### config.mk
export PLATFORM = sky130hd
export DESIGN_NAME = cop_req_ctrl
export DESIGN_NICKNAME = d
export VERILOG_FILES = /design/src/rtl/cop_req_ctrl.sv
export SDC_FILE = /design/constraint.sdc
export NUM_CORES = 1
export LEC_CHECK = 0
export ABC_AREA = 1
export BUFFER_PORTS_ARGS = -buffer_cell sky130_fd_sc_hd__buf_2
export CAP_MARGIN = 25
export CORE_MARGIN = 3
export CORE_UTILIZATION = 50
export DETAILED_ROUTE_END_ITERATION = 6
export PLACE_DENSITY_LB_ADDON = 0.25
export SYNTH_ARGS = -nofsm -noshare
export SYNTH_HDL_FRONTEND = slang
export SYNTH_SLANG_ARGS = --single-unit
export TNS_END_PERCENT = 20
### constraint.sdc
create_clock -name cop_clk -period 4 [get_ports cop_clk]
set_clock_uncertainty 0.05 [all_clocks]
set_input_delay 0.8 -clock cop_clk [delete_from_list [all_inputs] [get_ports cop_clk]]
set_output_delay 0.8 -clock cop_clk [all_outputs]
set_load 0.05 [all_outputs]
### src/rtl/cop_req_ctrl.sv
// Coprocessor request controller: issues custom-opcode instructions,
// buffers results in a 2-entry FIFO and arbitrates them to writeback.
module cop_req_ctrl #(
   parameter int unsigned WAIT_MAX = 255
) (
   input  logic        cop_clk,
   input  logic        cop_rst,
   input  logic        ex_valid,
   input  logic [31:0] ex_insn,
   input  logic [31:0] ex_rs1,
   input  logic [31:0] ex_rs2,
   input  logic [4:0]  ex_rd_addr,
   output logic        ex_ready,
   output logic        ex_illegal,
   output logic        ex_fault,
   output logic        cop_busy,
   output logic        cop_valid,
   output logic [31:0] cop_insn,
   output logic [31:0] cop_rs1,
   output logic [31:0] cop_rs2,
   output logic        cop_rdywr,
   input  logic        cop_ready,
   input  logic        cop_wait,
   input  logic        cop_wr,
   input  logic [31:0] cop_rd,
   output logic        wb_req,
   output logic [4:0]  wb_addr,
   output logic [31:0] wb_data,
   input  logic        wb_gnt
);

   localparam logic [7:0] WMAX = 8'(WAIT_MAX);

   typedef enum logic {IDLE, ISSUE} state_t;

   state_t      state;
   logic [4:0]  rd_q;
   logic [7:0]  wait_cnt;
   logic [36:0] fifo_mem [2];
   logic        wr_ptr;
   logic        rd_ptr;
   logic [1:0]  count;

   logic custom;
   logic done;
   logic accept;
   logic push;
   logic pop;
   logic abort;

   assign custom = (ex_insn[6:0] == 7'b0001011)
                 | (ex_insn[6:0] == 7'b0101011)
                 | (ex_insn[6:0] == 7'b1011011)
                 | (ex_insn[6:0] == 7'b1111011);

   assign done     = (state == ISSUE) & cop_ready & ~cop_wait;
   assign ex_ready = (state == IDLE) | done;
   assign accept   = ex_valid & custom & ex_ready;
   assign push     = done & cop_wr & (rd_q != 5'd0);
   assign abort    = (state == ISSUE) & cop_wait
                   & ((wait_cnt + 8'd1) == WMAX);

   assign cop_valid = (state == ISSUE);
   assign wb_req    = (count != 2'd0);
   assign pop       = wb_req & wb_gnt;
   assign cop_rdywr = ~count[1];
   assign cop_busy  = cop_valid | wb_req;
   assign wb_addr   = fifo_mem[rd_ptr][36:32];
   assign wb_data   = fifo_mem[rd_ptr][31:0];

   always_ff @(posedge cop_clk) begin
      if (cop_rst) begin
         state      <= IDLE;
         rd_q       <= '0;
         wait_cnt   <= '0;
         cop_insn   <= '0;
         cop_rs1    <= '0;
         cop_rs2    <= '0;
         ex_illegal <= 1'b0;
         ex_fault   <= 1'b0;
      end else begin
         ex_illegal <= done & ~cop_wr;
         ex_fault   <= abort;
         if (accept) begin
            state    <= ISSUE;
            rd_q     <= ex_rd_addr;
            wait_cnt <= '0;
            cop_insn <= ex_insn;
            cop_rs1  <= ex_rs1;
            cop_rs2  <= ex_rs2;
         end else if (done || abort) begin
            state <= IDLE;
         end else if (state == ISSUE && cop_wait) begin
            wait_cnt <= wait_cnt + 8'd1;
         end
      end
   end

   always_ff @(posedge cop_clk) begin
      if (cop_rst) begin
         wr_ptr      <= 1'b0;
         rd_ptr      <= 1'b0;
         count       <= '0;
         fifo_mem[0] <= '0;
         fifo_mem[1] <= '0;
      end else begin
         if (push) begin
            fifo_mem[wr_ptr] <= {rd_q, cop_rd};
            wr_ptr           <= ~wr_ptr;
         end
         if (pop) rd_ptr <= ~rd_ptr;
         case ({push, pop})
            2'b10:   count <= count + 2'd1;
            2'b01:   count <= count - 2'd1;
            default: count <= count;
         endcase
      end
   end

   // The coprocessor must hold off while cop_rdywr is low.
   assert property (@(posedge cop_clk) disable iff (cop_rst)
      !(push && count == 2'd2));

endmodule

# Word-level counts from Yosys, hierarchy flattened
# Memories as Yosys holds them, arrays and structs flattened. A register that Yosys moved wholly into a read port is not among the register bits.
# Cells that the tools add are included.
# totals
ram_bits	74
inputBits	140
mem_count	1
regBits	116
elab_cells	66
# op_classes
mux	13
addsub	3
bitwise_logic	22
n_eq_ne	7
reduce_logical	9
# mem_list
memory	words	width	read_ports	rd_ports_with_merged_regs	write_ports	line	rtl
fifo_mem	2	37	1	1	2	39	logic [36:0] fifo_mem [2];
# op_table
operator	n
$mux 37	1
$reduce_or 37->1	1
$eq 7x7->1 const B	2
$mux 1	11
$and 1x1->1	10
$add 8x1->8 const B	1
$eq 8x8->1 const B	1
$eq 7x4->1 const B	1
$eq 7x6->1 const B	1
$not 1->1	7
$reduce_bool 2->1	3
$or 1x1->1	5
$reduce_bool 5->1	1
$pmux 2 s2	1
$add 2x1->2 const B	1
$eq 2x1->1 const B	1
$eq 2x2->1 const B	1
$reduce_and 2->1	1
$reduce_or 2->1	1
$sub 2x1->2 const B	1
$logic_and 1x1->1	1
$logic_or 1x1->1	1

# Logic depth before layout (Yosys ltp)
# Gate-level depths: netlist of run 1.
# logic_depth
ltp_word	9
depth_mapped	11
mapped_depth_nobuf	10

# Worst setup path after synthesis of run 1
# Ideal clock, no wire load.
# synth_timing
path_kind	register to register
startpoint	register state, in the netlist cop_valid
endpoint	memory fifo_mem[0][0] (enable)
required_time_ns	3.555
t_arrival_ns	2.420
path_buffers	2
period_less_slack_ns	2.865
setup_ns	0.395
path_stages_with_launch	9
slack_ns	1.135
cell_sequence	dfxtp_1 -> inv_1 -> nor2_2 -> o2111ai_1 -> nor2_1 -> nand2_1 -> buf_2 -> buf_2 -> nand2_1
# synth_rtl
item	line	rtl
start: declaration	36	state_t state;
start signal: assignment	73	state <= IDLE;
start signal: assignment	85	state <= ISSUE;
start signal: assignment	92	state <= IDLE;
end: declaration	39	

==> impl_metrics.csv, run 1 <==
group,metric,value,unit
run_status,run_status,"complete, no violations",
floorplan,initial_utilization,52.24,%
clock_tree,clk_root_buffer_cell,"clkbuf_16",
place,post-dp-hpwl,13.07,mm
detailed_routing,drt-pass1-iter-count,4,
synth,synth.net_count,933,
finish,layout_commonest_cell,"buf_2",
pwr,sequentialPowerShare,51.3,%
sta,final-max-slew-violation-count,0,
clock_tree,htreeDepth,4,
sta,report.final.setup_viol,0,
detailed_routing,totalWireLength,18.89,mm
clock_tree,postCtsSetupRepairBufs,0,
sta,finalCriticalPeriod,2.854,ns
finish,fillers,1193,
synth,avgSynthCellArea,9.392,sq um
clock_tree,cts_tree,"done",
pwr,report.power.total,4.020,mW
pwr,leakage,4.243,nW
grt,initial_antenna_violation_count,1,
sta,finalCritPeriodShare,71.34,%
worst_setup_path,worst-endpoint-arrival,2.00,ns
worst_setup_path,timing_worst_setup_path_type,"reg -> out",
clock_tree,clkSinkCount,191,
floorplan,core,0.01420,sq mm
floorplan,ios,280,
detailed_routing,vias_per_cell,4.936,
place,place_congestion,0.8390,
detailed_routing,via_count,6130,
pwr,netSwitchingFraction,22.28,%
worst_hold_path,timing.hold.worst.class,"reg -> reg",
sta,fin_hold_ws,0.3900,ns
pwr,p_sw,895.8,uW
grt,pin_count_of_the_biggest_net_entering_global_routing,95,
sta,setup-tns-final,0,ns
place,port-buffer-count,279,
synth,synth_area,0.007420,sq mm
pwr,powerDensity,425.4,mW/mm^2
sta,achievable-frequency,350.4,MHz
clock_tree,hold_buffers,0,
place,placed_cells_incl_taps,1209,
grt,vias_in_the_first_global_route,5941,
floorplan,row_count,43,
worst_setup_path,cp.required,3.15,ns
floorplan,die_area,0.01634,sq mm
floorplan,die_width,127.8,microns
detailed_routing,route.detailed.wl_per_inst,15.21,microns
worst_setup_path,critical_path.startpoint_type,"register",
finish,final_cell_mix,"279 x buf_2, 216 x nand2_1, 116 x dfxtp_1, 111 x a21oi_1, 86 x nor2_1",
synth,synth_seq_area_share,61.52,%
clock_tree,clockBufferDepth,2,
grt,gr-total-overflow,0,
worst_setup_path,worst_setup_path_end_kind,"output port",
finish,final_core_utilization,66.54,%
flow_run,maxCapViolations,0,
detailed_routing,drt-initial-drc-count,497,
finish,final_net_count,1191,
clock_tree,cts_buffer_count,17,
clock_tree,insertion_delay,0.42,ns
sta,grt_setup_unrepaired,"no",
sta,max_slew.worst_pin.slew,0.9789,ns
sta,timing.slew.headroom,34.74,%
clock_tree,worst_setup_hold_path_clk_slew,0.07,ns
pwr,internal-power,3.125,mW
clock_tree,post_cts_resize_count,0,
pwr,pwr-share-comb,6.5,%
grt,global_route.usage.total,22.72,%
grt,grt_pass1_wl,29.33,mm
sta,hold_viol,0,
detailed_routing,remaining_drc_errors,0,
synth,yosysWarningCount,0,
pwr,pwr-share-clk,42.2,%
detailed_routing,final_antenna_net_count,0,
worst_setup_path,timing.critical_path.fanout_max,37,
finish,fin_cells,1242,
finish,synthToLayoutAreaGrowth,27.39,%
synth,syn-instance-count,790,
synth,postSynthRegisterBits,191,
pwr,ir_drop,0.0002621,V
finish,drive_gt1_share,33.84,%
synth,yosysUniqueCellTypes,24,
floorplan,chipHeight,127.8,microns
-- cells by family (layout without fill, tap and decap cells) --
group / count (synthesis) / in the layout / synth area share (%)
simple gates: 328 / 328 / 17.15
flops: 191 / 191 / 61.52
compound gates: 129 / 129 / 8.921
buf+inv: 102 / 373 / 6.290
mux: 37 / 37 / 5.616
fa+ha+maj: 3 / 3 / 0.5060
other cells: 0 / 1 / 0
-- final timing paths --
check / startpoint / end / slack [ns] / cells past startpoint
min: cop_insn[2] / cop_insn[2] / 0.39 / 2
max reg2reg: rd_q[2] / fifo_mem[1][12] / 1.42 / 7
min reg2reg: cop_insn[2] / cop_insn[2] / 0.39 / 2
max: register / wb_data[5] / 1.15 / 2
-- cell type report --
class / instances / area (sq um) / area share, %
timing repair buffer: 286 / 1449 / 15.33
multi-input combinational: 497 / 2401 / 25.40
clock buffer: 24 / 526.8 / 5.573
antenna: 1 / 2.502 / 0.02648
tap: 180 / 225.2 / 2.383
sequential: 191 / 4566 / 48.31
inverter: 55 / 206.4 / 2.184
clock inverter: 8 / 75.07 / 0.7943
-- critical path: stages (launching register included) --
cell and delay (ns):
dfxtp_2 0.91, mux2_2 0.43, buf_2 0.22
-- routing by layer --
metal  track usage [%]  vias to the layer above  part of all wire (%)
li1                  -                     3082                     -
met1             27.09                     2799                    39
met2             37.34                      209                    49
met3             8.125                       40                   8.7
met4             9.551                        0                   2.9
met5                 0                        -                     0
-- synth_stat cells (all sizes together) --
cell type,number,share of area (%)
o21a,3,0.30
o2111ai,1,0.12
a21boi,1,0.10
nand3,17,1.2
edfxtp,74,30
nand4,3,0.25
buf,25,2.4
ha,3,0.51
dfxtp,117,32
a21oi,111,7.5
nor2,87,4.4
mux2,37,5.6
clkbuf,22,1.1
nor3,2,0.13
nand2,219,11
inv,55,2.8
o21bai,1,0.10
o21ai,12,0.81
-- per-stage QoR --
stage                     setup WS (ns)  instance area [sq um]
after floorplan                   1.135                   7420
after global placement            1.177                   8847
after detailed placement          1.161                   8847
after CTS                         1.091                   9449
after global routing              1.048                   9452
final                             1.146                   9452
-- power by group through the flow --
stage / registers [mW] / clock network, mW / logic [mW]
after global routing: 2.06 / 1.79 / 0.284
after detailed placement: 2.11 / 0 / 0.262
after global placement: 2.10 / 0 / 0.261
after CTS: 2.06 / 1.72 / 0.264
after floorplan: 2.13 / 0 / 0.121
final: 2.06 / 1.70 / 0.262
-- flip-flops by register name, summed over array words and instances (netlist names), named ones only --
name        cells
fifo_mem       74
cop_insn       32
cop_rs1        32
cop_rs2        32
wait_cnt        8
rd_q            5
count           2
cop_valid       1
ex_fault        1
ex_illegal      1
rd_ptr          1
wr_ptr          1
No activity file was read; power rests on OpenSTA's default activity.
==> run 2: changes to the inputs <==
--- a/config.mk
+++ b/config.mk
@@ -9,7 +9,7 @@
 export BUFFER_PORTS_ARGS = -buffer_cell sky130_fd_sc_hd__buf_2
 export CAP_MARGIN = 25
 export CORE_MARGIN = 3
-export CORE_UTILIZATION = 50
+export CORE_UTILIZATION = 49
 export DETAILED_ROUTE_END_ITERATION = 6
 export PLACE_DENSITY_LB_ADDON = 0.25
 export SYNTH_ARGS = -nofsm -noshare
==> constraint.sdc (replaced) <==
create_clock -name cop_clk -period 2.91 [get_ports cop_clk]
set_clock_uncertainty 0.05 [all_clocks]
set_input_delay 0.582 -clock cop_clk [delete_from_list [all_inputs] [get_ports cop_clk]]
set_output_delay 0.582 -clock cop_clk [all_outputs]
set_load 0.05 [all_outputs]
==> run 2 against run 1 <==
Worst setup slack worse by 0.67 ns. Die area rose by 1.9%. Total power is 33% higher. Final cell count up 0.64%. Cell area up 0.17%. Sequential share of layout area is 0.083 points lower. Combinational power grew 40%. Core utilization shrank 2.1 points. First-iteration DRC count is 43% lower. Critical endpoint unchanged. Largest cell class unchanged.
==> impl_metrics.csv, run 2 (synthesis results as in run 1) <==
group,metric,value,unit
run_status,run_status,"complete, no violations",
clock_tree,insertion_delay,0.42,ns
pwr,pwr-share-comb,6.9,%
clock_tree,postCtsSetupRepairBufs,0,
finish,design_area,0.009468,sq mm
floorplan,die_area,0.01666,sq mm
worst_setup_path,critical_path.startpoint_type,"register",
grt,gr-total-overflow,0,
floorplan,die_width,129.1,microns
finish,layout_commonest_cell,"buf_2",
sta,timing.slew.headroom,34.83,%
pwr,leakage,4.255,nW
clock_tree,htreeDepth,4,
clock_tree,hold_buffers,0,
clock_tree,post_cts_resize_count,0,
clock_tree,cts_tree,"done",
worst_setup_path,worst-endpoint-arrival,1.80,ns
detailed_routing,drt-initial-drc-count,283,
clock_tree,clkSinkCount,191,
pwr,netSwitchingFraction,22.76,%
place,post-dp-hpwl,12.97,mm
place,place_congestion,0.8415,
finish,synthToLayoutAreaGrowth,27.61,%
sta,fin_hold_ws,0.2922,ns
pwr,pwr-share-clk,40.1,%
floorplan,chipHeight,129.1,microns
sta,hold_viol,0,
sta,final-max-slew-violation-count,0,
place,port-buffer-count,279,
worst_setup_path,worst_setup_path_end_kind,"output port",
sta,achievable-frequency,411.2,MHz
grt,grt_pass1_wl,28.15,mm
floorplan,row_count,44,
detailed_routing,route.detailed.wl_per_inst,14.69,microns
grt,initial_antenna_violation_count,2,
detailed_routing,met1Wirelength,7.204,mm
sta,setup-tns-final,0,ns
pwr,powerDensity,564.0,mW/mm^2
clock_tree,cts_buffer_count,17,
clock_tree,clockBufferDepth,2,
worst_setup_path,timing_worst_setup_path_type,"reg -> out",
floorplan,ios,280,
sta,report.final.setup_viol,0,
detailed_routing,maxUsedRoutingLayer,"met5",
sta,finalCritPeriodShare,83.57,%
sta,finalCriticalPeriod,2.432,ns
detailed_routing,detailroute.wirelength.met2,9.140,mm
place,dpl_cell_area,0.008920,sq mm
finish,fin_cells,1250,
detailed_routing,vias_per_cell,4.903,
grt,global_route.usage.total,21.54,%
pwr,ir_drop,0.0003915,V
sta,max_slew.worst_pin.slew,0.9776,ns
worst_setup_path,cp.required,2.28,ns
pwr,sequentialPowerShare,53.0,%
floorplan,core,0.01470,sq mm
pwr,p_sw,1.215,mW
detailed_routing,final_antenna_net_count,0,
finish,final_cell_mix,"279 x buf_2, 216 x nand2_1, 116 x dfxtp_1, 111 x a21oi_1, 86 x nor2_1",
detailed_routing,met3RoutedLength,1.687,mm
clock_tree,clk_root_buffer_cell,"clkbuf_16",
place,placed_cells_incl_taps,1217,
finish,final_net_count,1195,
detailed_routing,remaining_drc_errors,0,
worst_hold_path,timing.hold.worst.class,"in -> reg",
floorplan,initial_utilization,50.48,%
detailed_routing,totalWireLength,18.37,mm
grt,vias_in_the_first_global_route,5806,
finish,drive_gt1_share,33.99,%
finish,top_register,"fifo_mem",
clock_tree,worst_setup_hold_path_clk_slew,0.06,ns
detailed_routing,via_count,6129,
sta,grt_setup_unrepaired,"no",
detailed_routing,drt-pass1-iter-count,5,
worst_setup_path,timing.critical_path.fanout_max,14,
finish,max_ffs_per_register,74,
grt,pin_count_of_the_biggest_net_entering_global_routing,95,
flow_run,maxCapViolations,0,
pwr,internal-power,4.124,mW
## run 2: changes by cell type in the layout (fill, tap and decap cells not counted), sizes merged
cell    previous run  this run
inv               57        60
bufinv             1         0
buf              286       290
clkbuf            24        22
## run 2: power by group through the flow
| stage | clock, mW | combinational (mW) | sequential [mW] |
|---|---|---|---|
| floorplan | 0 | 0.167 | 2.93 |
| global placement | 0 | 0.366 | 2.89 |
| detailed placement | 0 | 0.369 | 2.89 |
| CTS | 2.18 | 0.370 | 2.83 |
| global route | 2.29 | 0.396 | 2.84 |
| finish | 2.14 | 0.366 | 2.83 |
## run 2: final cells by class
class	instances	area, sq um
diodes	1	2.502
clock buffers	22	485.5
repair buffers	290	1516
fillers	1306	5231
flip-flops and latches	191	4566
multi-input cells	497	2401
inverters	55	206.4
well taps	184	230.2
clock inverters	10	60.06
## run 2: critical path, stage by stage, from the launching register on
cell	delay (ns)
dfxtp_2	0.51
buf_4	0.29
mux2_2	0.36
buf_2	0.21
## run 2: path summary, 6_finish.rpt
kind	from	end	slack (ns)	cells past startpoint
max	register	wb_data[5]	0.48	3
min	cop_wr	ex_illegal	0.29	2
min reg2reg	cop_insn[2]	cop_insn[2]	0.39	2
max reg2reg	cop_valid	wait_cnt[3]	0.83	10
## run 2: per-layer routing
metal	global-route usage, %	vias to the layer above
li1	-	3090
met1	24.66	2795
met2	36.74	214
met3	8.491	28
met4	7.597	2
met5	0	-
## run 2: through the flow
stage	power [mW]	setup slack, ns	util (%)
floorplan	3.098	0.04500	-
global placement	3.256	0.5964	60.68
detailed placement	3.261	0.5758	60.68
CTS	5.381	0.4217	64.39
global route	5.519	0.3911	64.41
finish	5.340	0.4782	64.41
==> run 3: changes to the inputs <==
--- a/config.mk
+++ b/config.mk
@@ -9,7 +9,7 @@
 export BUFFER_PORTS_ARGS = -buffer_cell sky130_fd_sc_hd__buf_2
 export CAP_MARGIN = 25
 export CORE_MARGIN = 3
-export CORE_UTILIZATION = 49
+export CORE_UTILIZATION = 44
 export DETAILED_ROUTE_END_ITERATION = 6
 export PLACE_DENSITY_LB_ADDON = 0.25
 export SYNTH_ARGS = -nofsm -noshare
==> constraint.sdc (replaced) <==
create_clock -name cop_clk -period 2.2 [get_ports cop_clk]
set_clock_uncertainty 0.05 [all_clocks]
set_input_delay 0.44 -clock cop_clk [delete_from_list [all_inputs] [get_ports cop_clk]]
set_output_delay 0.44 -clock cop_clk [all_outputs]
set_load 0.05 [all_outputs]
==> run 3 against run 2 <==
Total power is 39% higher. Via count is 0.57% lower. Count of clock-buffer cells in the layout is 2 lower. Worst setup slack worse by 0.41 ns. Wire length is 4.4% higher. Critical endpoint is now wb_data[22]. Hold slack worse by 0.14 ns. Non-clock buffer count is 3 higher.
==> impl_metrics.csv, run 3 (synthesis results as in run 1) <==
group,metric,value,unit
run_status,run_status,"complete, no violations",
finish,layout_commonest_cell,"buf_2",
pwr,leakage,4.322,nW
flow_run,maxCapViolations,0,
grt,pin_count_of_the_biggest_net_entering_global_routing,95,
worst_setup_path,critical_path.startpoint_type,"register",
detailed_routing,route.detailed.wl_per_inst,14.90,microns
sta,report.final.setup_viol,0,
sta,timing.slew.headroom,33.22,%
worst_setup_path,max_stage_delay_cell_worst_path,"dfxtp_4",
clock_tree,clkSinkCount,191,
place,place_congestion,0.7917,
sta,grt_setup_unrepaired,"no",
pwr,internal-power,5.741,mW
clock_tree,worst_setup_hold_path_clk_slew,0.06,ns
detailed_routing,remaining_drc_errors,0,
floorplan,ios,280,
finish,final_core_utilization,59.77,%
finish,max_ffs_per_register,74,
place,port-buffer-count,279,
grt,grt_pass1_wl,29.42,mm
worst_setup_path,cp_top_family,"flip-flops",
sta,finalCritPeriodShare,97.11,%
place,post-dp-hpwl,13.09,mm
floorplan,row_count,46,
clock_tree,cts_tree,"done",
grt,global_route.usage.total,20.35,%
pwr,ir_drop,0.0005021,V
finish,drive_gt1_share,34.64,%
clock_tree,insertion_delay,0.42,ns
worst_setup_path,path_cells,"clkbuf_16 > mux2_2 > buf_2",
grt,vias_in_the_first_global_route,5946,
floorplan,initial_utilization,45.88,%
clock_tree,cts_buffer_count,17,
detailed_routing,totalWireLength,19.18,mm
worst_hold_path,timing.hold.worst.class,"in -> reg",
detailed_routing,vias_per_cell,4.735,
clock_tree,clockBufferDepth,2,
detailed_routing,drt-initial-drc-count,272,
finish,synthToLayoutAreaGrowth,30.29,%
finish,fin_cells,1287,
finish,final_net_count,1198,
worst_setup_path,timing_worst_setup_path_type,"reg -> out",
worst_setup_path,critical_path_buf_inv_count,2,
finish,top_register,"fifo_mem",
pwr,powerDensity,767.6,mW/mm^2
place,placed_cells_incl_taps,1251,
clock_tree,hold_buffers,0,
floorplan,chipHeight,135.9,microns
grt,gr-total-overflow,0,
grt,initial_antenna_violation_count,5,
pwr,sequentialPowerShare,50.5,%
floorplan,core,0.01617,sq mm
finish,fillers,1467,
clock_tree,postCtsSetupRepairBufs,0,
sta,hold_viol,0,
pwr,p_sw,1.680,mW
clock_tree,htreeDepth,4,
sta,achievable-frequency,468.1,MHz
detailed_routing,drt-pass1-iter-count,5,
finish,final_cell_mix,"279 x buf_2, 216 x nand2_1, 115 x dfxtp_1, 111 x a21oi_1, 86 x nor2_1",
clock_tree,clk_root_buffer_cell,"clkbuf_16",
worst_setup_path,worst-endpoint-arrival,1.65,ns
detailed_routing,via_count,6094,
sta,finalCriticalPeriod,2.137,ns
pwr,netSwitchingFraction,22.63,%
worst_setup_path,cp.required,1.71,ns
worst_setup_path,timing.critical_path.slowest_cell_delay,0.45,ns
sta,final-max-slew-violation-count,0,
floorplan,die_area,0.01846,sq mm
floorplan,die_width,135.9,microns
pwr,pwr-share-clk,43.0,%
pwr,pwr-share-comb,6.6,%
detailed_routing,final_antenna_net_count,0,
sta,setup-tns-final,0,ns
worst_setup_path,worst_setup_path_end_kind,"output port",
worst_setup_path,timing.critical_path.fanout_max,15,
sta,max_slew.worst_pin.slew,1.002,ns
[run 3: final cells by class]
type	instances	area [sq um]	area share (%)
well taps	216	270.3	2.796
repair buffers	293	1582	16.36
clock inverters	12	131.4	1.359
multi-input cells	497	2411	24.94
flip-flops and latches	191	4569	47.27
clock buffers	20	489.2	5.061
diodes	3	7.507	0.07766
inverters	55	206.4	2.136
[run 3: final timing paths]
path	start	to	slack (ns)	cells past startpoint
worst max-delay path	register	wb_data[22]	0.06	3
worst min-delay path	cop_wr	ex_illegal	0.15	2
worst max register to register	rd_q[2]	fifo_mem[1][31]	0.19	7
worst min register to register	cop_insn[2]	cop_insn[2]	0.39	2
[run 3: power groups by stage]
stage | clock (mW) | combinational (mW) | sequential [mW]
2_1_floorplan | 0 | 0.223 | 3.88
3_3_place_gp | 0 | 0.489 | 3.82
5_1_grt | 3.40 | 0.526 | 3.75
3_5_place_dp | 0 | 0.489 | 3.82
6_report | 3.19 | 0.486 | 3.74
4_1_cts | 3.24 | 0.491 | 3.74
[run 3: metal layers]
layer	vias up	track usage (%)	share of wire, %
li1	3100	-	-
met5	-	0	0.11
met1	2770	23.66	40
met4	4	6.159	1.5
met2	199	34.40	49
met3	21	8.512	9.2
[run 3: timing repair]
item                                   4_1_cts  5_1_grt
endpoints found under the hold margin        0        0
cloned                                       0        1
setup endpoints to repair                   30        3
gates resized for setup                      1        0
[run 3: metrics by stage]
stage	area (sq um)	power, mW	hold WS, ns	worst slack, ns
final	9667	7.420	0.1498	0.06348
after global routing	9667	7.672	0.1472	0.01653
after CTS	9634	7.474	0.1361	0.02862
after detailed placement	9011	4.313	0.3786	0.1812
after global placement	9011	4.310	0.3747	0.2532
after floorplan	7436	4.098	0.3756	0.03054
